[config.mk]
export PLATFORM = sky130hd
export DESIGN_NAME = rf_wb_sched_flat
export DESIGN_NICKNAME = d
export VERILOG_FILES = /design/src/rtl/rf_wb_sched_if.sv /design/src/rtl/rf_wb_sched.sv /design/src/flat_wrapper.sv
export SDC_FILE = /design/constraint.sdc
export NUM_CORES = 1
export LEC_CHECK = 0
export ABC_AREA = 1
export BUFFER_PORTS_ARGS = -buffer_cell sky130_fd_sc_hd__buf_2
export CORE_MARGIN = 5
export CORE_UTILIZATION = 25
export DETAILED_ROUTE_END_ITERATION = 12
export PLACE_DENSITY = 0.61
export SYNTH_ARGS = -nofsm -noshare
export SYNTH_HDL_FRONTEND = slang
export SYNTH_SLANG_ARGS = --single-unit
[constraint.sdc]
create_clock -name clk -period 3.45 [get_ports clk]
set_input_delay 0.69 -clock clk [delete_from_list [all_inputs] [get_ports clk]]
set_output_delay 0.69 -clock clk [all_outputs]
set_load 0.02 [all_outputs]
[src/rtl/rf_wb_sched_if.sv]
// Bundle of the decode-issue, write-back request and regf write-port signals
// around the write-back scheduler.
//   slave  : scheduler side (consumes issue/wb requests, drives stall, grants,
//            regf write port, scoreboard and idle)
//   master : environment side (decode, execution units, regf)
interface rf_wb_sched_if #(
   parameter int NSRC = 3,
   parameter int XLEN = 32
);
   logic                 issue_valid;
   logic [4:0]           issue_rs1;
   logic [4:0]           issue_rs2;
   logic                 issue_rs1_en;
   logic                 issue_rs2_en;
   logic [4:0]           issue_rd;
   logic                 issue_rd_en;
   logic                 issue_stall;
   logic [NSRC-1:0]      wb_valid;
   logic [NSRC*5-1:0]    wb_addr;
   logic [NSRC*XLEN-1:0] wb_data;
   logic [NSRC-1:0]      wb_ready;
   logic                 w_enable;
   logic [4:0]           w_addr;
   logic [XLEN-1:0]      w_data;
   logic [31:0]          busy;
   logic                 idle;

   modport slave (
      input  issue_valid, issue_rs1, issue_rs2, issue_rs1_en, issue_rs2_en,
             issue_rd, issue_rd_en, wb_valid, wb_addr, wb_data,
      output issue_stall, wb_ready, w_enable, w_addr, w_data, busy, idle
   );

   modport master (
      output issue_valid, issue_rs1, issue_rs2, issue_rs1_en, issue_rs2_en,
             issue_rd, issue_rd_en, wb_valid, wb_addr, wb_data,
      input  issue_stall, wb_ready, w_enable, w_addr, w_data, busy, idle
   );
endinterface

[src/rtl/rf_wb_sched.sv]
// Register-file write-back scheduler and scoreboard.
// Arbitrates the single regf write port round-robin among NSRC execution
// units (0 = ALU, 1 = MEM, 2 = FPU) and stalls issue on RAW/WAW hazards
// against writes still in flight.
// Ports:
//   clk  : clock
//   rstn : asynchronous active-low reset
//   bus  : rf_wb_sched_if.slave (issue, write-back requests/grants,
//          regf write port, busy scoreboard, idle)
module rf_wb_sched #(
   parameter int NSRC = 3,
   parameter int XLEN = 32
) (
   input logic          clk,
   input logic          rstn,
   rf_wb_sched_if.slave bus
);
   localparam int LW = (NSRC > 1) ? $clog2(NSRC) : 1;

   logic [31:0]     busy_q, busy_d;
   logic [4:0]      count_q, count_d;
   logic [LW-1:0]   last_q, last_d;

   logic [NSRC-1:0] grant;
   logic [LW-1:0]   gidx;
   logic            gany;
   logic [4:0]      waddr;
   logic [XLEN-1:0] wdata;
   logic            stall, accept, clr, dec;
   logic [31:0]     set_mask, clr_mask;

   // Round-robin search starting one past the last winner. Held reset
   // forces no grant so nothing is consumed while tracking is cleared.
   always_comb begin
      logic [LW-1:0] cand;
      grant = '0;
      gidx  = '0;
      gany  = 1'b0;
      cand  = '0;
      for (int k = 1; k <= NSRC; k++) begin
         cand = LW'((int'(last_q) + k) % NSRC);
         if (!gany && rstn && bus.wb_valid[cand]) begin
            grant[cand] = 1'b1;
            gidx        = cand;
            gany        = 1'b1;
         end
      end
   end

   always_comb begin
      waddr = '0;
      wdata = '0;
      if (gany) begin
         waddr = bus.wb_addr[int'(gidx)*5 +: 5];
         wdata = bus.wb_data[int'(gidx)*XLEN +: XLEN];
      end
   end

   assign stall = bus.issue_valid &
                  ((bus.issue_rs1_en & busy_q[bus.issue_rs1]) |
                   (bus.issue_rs2_en & busy_q[bus.issue_rs2]) |
                   (bus.issue_rd_en  & busy_q[bus.issue_rd])  |
                   (count_q == 5'd31));

   assign accept = bus.issue_valid & ~stall & bus.issue_rd_en & (bus.issue_rd != 5'd0);
   assign clr    = gany & (waddr != 5'd0);
   // Only retire writes that were actually tracked; a stray result after a
   // mid-flight reset must not underflow the counter and lock up issue.
   assign dec    = clr & busy_q[waddr];

   always_comb begin
      set_mask = '0;
      clr_mask = '0;
      if (accept) set_mask = 32'd1 << bus.issue_rd;
      if (clr)    clr_mask = 32'd1 << waddr;
      busy_d = (busy_q | set_mask) & ~clr_mask & ~32'd1;

      count_d = count_q;
      if (accept && !dec)      count_d = count_q + 5'd1;
      else if (!accept && dec) count_d = count_q - 5'd1;

      last_d = gany ? gidx : last_q;
   end

   always_ff @(posedge clk or negedge rstn) begin
      if (!rstn) begin
         busy_q  <= '0;
         count_q <= '0;
         last_q  <= LW'(NSRC - 1);
      end else begin
         busy_q  <= busy_d;
         count_q <= count_d;
         last_q  <= last_d;
      end
   end

   assign bus.issue_stall = stall;
   assign bus.wb_ready    = grant;
   assign bus.w_enable    = clr;
   assign bus.w_addr      = waddr;
   assign bus.w_data      = wdata;
   assign bus.busy        = busy_q;
   assign bus.idle        = (count_q == 5'd0);

   // Issue to a busy rd stalls, so one index is never set and cleared together.
   a_no_set_clr: assert property (@(posedge clk) disable iff (!rstn)
      !(accept && clr && (bus.issue_rd == waddr)));

   // A result for a register with no write in flight is a producer error.
   a_wb_tracked: assert property (@(posedge clk) disable iff (!rstn)
      !(clr && !busy_q[waddr]));
endmodule

[src/flat_wrapper.sv]
// flat-port wrapper written by rule: the top's interface ports become plain ports
module rf_wb_sched_flat 
#(
   parameter int NSRC = 3,
   parameter int XLEN = 32
)
  (clk, rstn, bus_issue_valid, bus_issue_rs1, bus_issue_rs2, bus_issue_rs1_en, bus_issue_rs2_en, bus_issue_rd, bus_issue_rd_en, bus_wb_valid, bus_wb_addr, bus_wb_data, bus_issue_stall, bus_wb_ready, bus_w_enable, bus_w_addr, bus_w_data, bus_busy, bus_idle);
  rf_wb_sched_if #(.NSRC(NSRC), .XLEN(XLEN)) bus_i ();
  input logic clk;
  input logic rstn;
  input wire logic [$bits(bus_i.issue_valid)-1:0] bus_issue_valid;
  input wire logic [$bits(bus_i.issue_rs1)-1:0] bus_issue_rs1;
  input wire logic [$bits(bus_i.issue_rs2)-1:0] bus_issue_rs2;
  input wire logic [$bits(bus_i.issue_rs1_en)-1:0] bus_issue_rs1_en;
  input wire logic [$bits(bus_i.issue_rs2_en)-1:0] bus_issue_rs2_en;
  input wire logic [$bits(bus_i.issue_rd)-1:0] bus_issue_rd;
  input wire logic [$bits(bus_i.issue_rd_en)-1:0] bus_issue_rd_en;
  input wire logic [$bits(bus_i.wb_valid)-1:0] bus_wb_valid;
  input wire logic [$bits(bus_i.wb_addr)-1:0] bus_wb_addr;
  input wire logic [$bits(bus_i.wb_data)-1:0] bus_wb_data;
  output wire logic [$bits(bus_i.issue_stall)-1:0] bus_issue_stall;
  output wire logic [$bits(bus_i.wb_ready)-1:0] bus_wb_ready;
  output wire logic [$bits(bus_i.w_enable)-1:0] bus_w_enable;
  output wire logic [$bits(bus_i.w_addr)-1:0] bus_w_addr;
  output wire logic [$bits(bus_i.w_data)-1:0] bus_w_data;
  output wire logic [$bits(bus_i.busy)-1:0] bus_busy;
  output wire logic [$bits(bus_i.idle)-1:0] bus_idle;
  assign bus_i.issue_valid = bus_issue_valid;
  assign bus_i.issue_rs1 = bus_issue_rs1;
  assign bus_i.issue_rs2 = bus_issue_rs2;
  assign bus_i.issue_rs1_en = bus_issue_rs1_en;
  assign bus_i.issue_rs2_en = bus_issue_rs2_en;
  assign bus_i.issue_rd = bus_issue_rd;
  assign bus_i.issue_rd_en = bus_issue_rd_en;
  assign bus_i.wb_valid = bus_wb_valid;
  assign bus_i.wb_addr = bus_wb_addr;
  assign bus_i.wb_data = bus_wb_data;
  assign bus_issue_stall = bus_i.issue_stall;
  assign bus_wb_ready = bus_i.wb_ready;
  assign bus_w_enable = bus_i.w_enable;
  assign bus_w_addr = bus_i.w_addr;
  assign bus_w_data = bus_i.w_data;
  assign bus_busy = bus_i.busy;
  assign bus_idle = bus_i.idle;
  rf_wb_sched #(.NSRC(NSRC), .XLEN(XLEN)) u_core (.clk(clk), .rstn(rstn), .bus(bus_i));
endmodule
==> reports/qor.csv <==
metric;value;unit
status;finished, violations left;
failed_checks;negative setup slack;
grt_use_total;0.202;
drt-total-wl;23400;um
worst_ep_arrival_time;4.11;ns
hold_path_class;input pin to asynchronous set/reset pin;
place_hpwl;17800;um
grt_overflow;0;
synthCells;790;
p_clk_frac;0.060;
worstSkewPairLatency;0.30;ns
fin_area;7470;um2
final_nets;1228;
fin_crit_sh;1.14;
r2r_setup_slack;-0.48;ns
drt_pass1_iterations;6;
ir_worst_vdd;770;uV
port_buffers;208;
fp-row-count;49;
synth_warnings;0;
start_kind;register;
combPwrFrac;0.849;
slew_violations;0;
pwr-share-seq;0.091;
die_x;145;um
grt_pass1_wl;34700;um
synth_cell_types;43;
gp_congestion;1.01;
die_y;145;um
grt_pass1_vias;6516;
switching_share;0.535;
critPathRequiredTime;3.63;ns
dieArea;21100;um2
cts_buffers;5;
drc;0;
n_fill_cell;1914;
final_cell_mix;buf_2, nand2_1, buf_4;
path_class;register to register;
vias;6722;
regArea;952;um2
antenna_found_initial;3;
p_sw;5.60;mW
hold_violations;0;
critical-path-max-stage-delay;0.57;ns
tightest_slew;0.512;ns
placed_cell_area;6520;um2
finalCriticalPeriod;3.93;ns
cts_buffer_depth;2;
clock_sinks;38;
clk_pin_slew_worst_paths;0.07;ns
r2r-end;u_core.count_q[4];
final_common_cell;buf_2;
cts-root-buf;clkbuf_16;
core;18000;um2
synthArstFlopShare;1.00;
syn_area;4580;um2
vias_per_cell;5.11;
p_leak;3.87;nW
max_freq;0.255;GHz
cts_tree;done;
synth_seq_cells;38;
postCtsHoldBufs;0;
syn_to_final_growth;63.0;%
crit_path_end_kind;register;
synth_area_per_cell;5.80;um2
crit_top_cell;nand2_1;
internal_power;4.87;mW
pwr_density_cell;1400;nW/um2
r2r_cells;33;
drtAntennaViolNets;0;
cp_max_fo;11;
synth.largest_area_cell;dfrtp_1;
crit_path_top_delay_cell;dfstp_2;
hold_ws;0.392;ns
rsz0062_at_grt;yes;
wire_per_inst;17.8;um
drtIter0Drc;487;
setup_viol;16;
start_util;0.254;
grt_max_degree;37;
r2r-start;u_core.last_q[1];
synth_nets;934;
max_slew_margin;0.658;
synth_edf_count;0;
cts_htree_levels;2;
yosys-top-cells-area;dfrtp_1, o21ai_0, nand2_1, nand3_1, inv_1;
ioPinCount;210;
yosysTopAreaCellShare;0.202;
cap_violations;0;
synthFlopType;dfrtp_1;
multiInputGateArea;3290;um2
ys_seq_area_frac;0.208;
drive_above_1_share;0.387;
worst_slack;-0.478;ns
skew;0.0105;ns
-- synthesized netlist by cell type (6+ instances only) --
library cell / instances
nand2_1: 145
o21ai_0: 119
nand3_1: 108
inv_1: 93
nor2_1: 79
a21oi_1: 42
dfrtp_1: 37
o21ai_1: 21
clkbuf_1: 20
o22ai_1: 12
buf_2: 11
nand2_2: 11
inv_2: 9
a22oi_1: 8
ha_1: 8
nand3_2: 7
nor3_1: 6
-- cells by family after synthesis --
| group | after synthesis | synth area share |
|---|---|---|
| AOI/OAI and AO/OA | 216 | 0.253 |
| buffers and inverters | 148 | 0.135 |
| other | 1 | 0.000818 |
| adders and majority gates | 9 | 0.0262 |
| and+or+nand+nor | 376 | 0.374 |
| xor gates and xnor gates | 2 | 0.00382 |
| DFF | 38 | 0.208 |
-- registers in the layout, summed over array words and instances (netlist names) --
| register | cells |
|---|---|
| u_core.last_q | 2 |
| u_core.bus.busy | 31 |
| u_core.count_q | 5 |
-- critical path, delay by kind of cell, from the launching register on --
kind | cells | cell delay (ns)
buffers and inverters | 5 | 0.47
flip-flops | 1 | 0.57
AND/OR/NAND/NOR | 23 | 1.87
XOR/XNOR | 1 | 0.13
adder cells (fa/ha/maj) | 3 | 0.66
AO/OA/AOI/OAI | 1 | 0.12
-- repair_timing --
action | CTS | global route
pin swaps | 13 | 10
setup buffers | 5 | 11
resized for setup | 60 | 108
setup endpoints to repair | 35 | 42
gates cloned | 4 | 5
-- layout make-up --
type	instances	share of cell area
multi-input cells	606	0.441
diodes	1	0.000335
repair buffers	328	0.311
clock buffers	5	0.0168
clock inverters	3	0.00921
inverters	105	0.0558
well taps	229	0.0384
flip-flops and latches	38	0.127
-- per-layer routing --
layer / up-vias / wire, um / GRT usage
met4: 0 / 1050 / 0.0854
met1: 3039 / 8940 / 0.237
met2: 377 / 11400 / 0.357
met5: - / 0 / 0
li1: 3236 / - / -
met3: 70 / 1970 / 0.0396
-- power groups by stage --
stage               registers (mW)  logic [mW]  clock network, mW
CTS                          0.943        7.81              0.631
floorplan                     1.04        4.11                  0
global route                 0.974        9.60              0.644
global placement             0.942        6.90                  0
detailed placement           0.945        6.92                  0
finish                       0.957        8.88              0.629
-- worst max path at each step --
stage	endpoint	start	cells past startpoint	slack, ns
floorplan	u_core.count_q[4]	u_core.last_q[1]	29	-0.09
global placement	u_core.count_q[4]	bus_wb_valid[1]	29	-0.29
detailed placement	u_core.count_q[4]	u_core.last_q[1]	30	-0.38
CTS	u_core.count_q[4]	u_core.last_q[1]	30	-0.29
global route	u_core.count_q[4]	u_core.last_q[1]	32	-0.86
finish	u_core.count_q[4]	u_core.last_q[1]	33	-0.48
-- metrics by stage --
step / cells / utilization / setup TNS (ns) / total power [mW] / setup WS [ns]
2_1_floorplan: 790 / - / -0.0939 / 5.15 / -0.0939
3_3_place_gp: 1281 / 0.362 / -0.606 / 7.84 / -0.292
4_1_cts: 1298 / 0.390 / -0.925 / 9.38 / -0.293
6_report: 1315 / 0.414 / -2.07 / 10.5 / -0.478
5_1_grt: 1315 / 0.414 / -7.40 / 11.2 / -0.856
3_5_place_dp: 1281 / 0.362 / -1.01 / 7.86 / -0.382
Note: power is estimated with default switching activity, not from simulation.
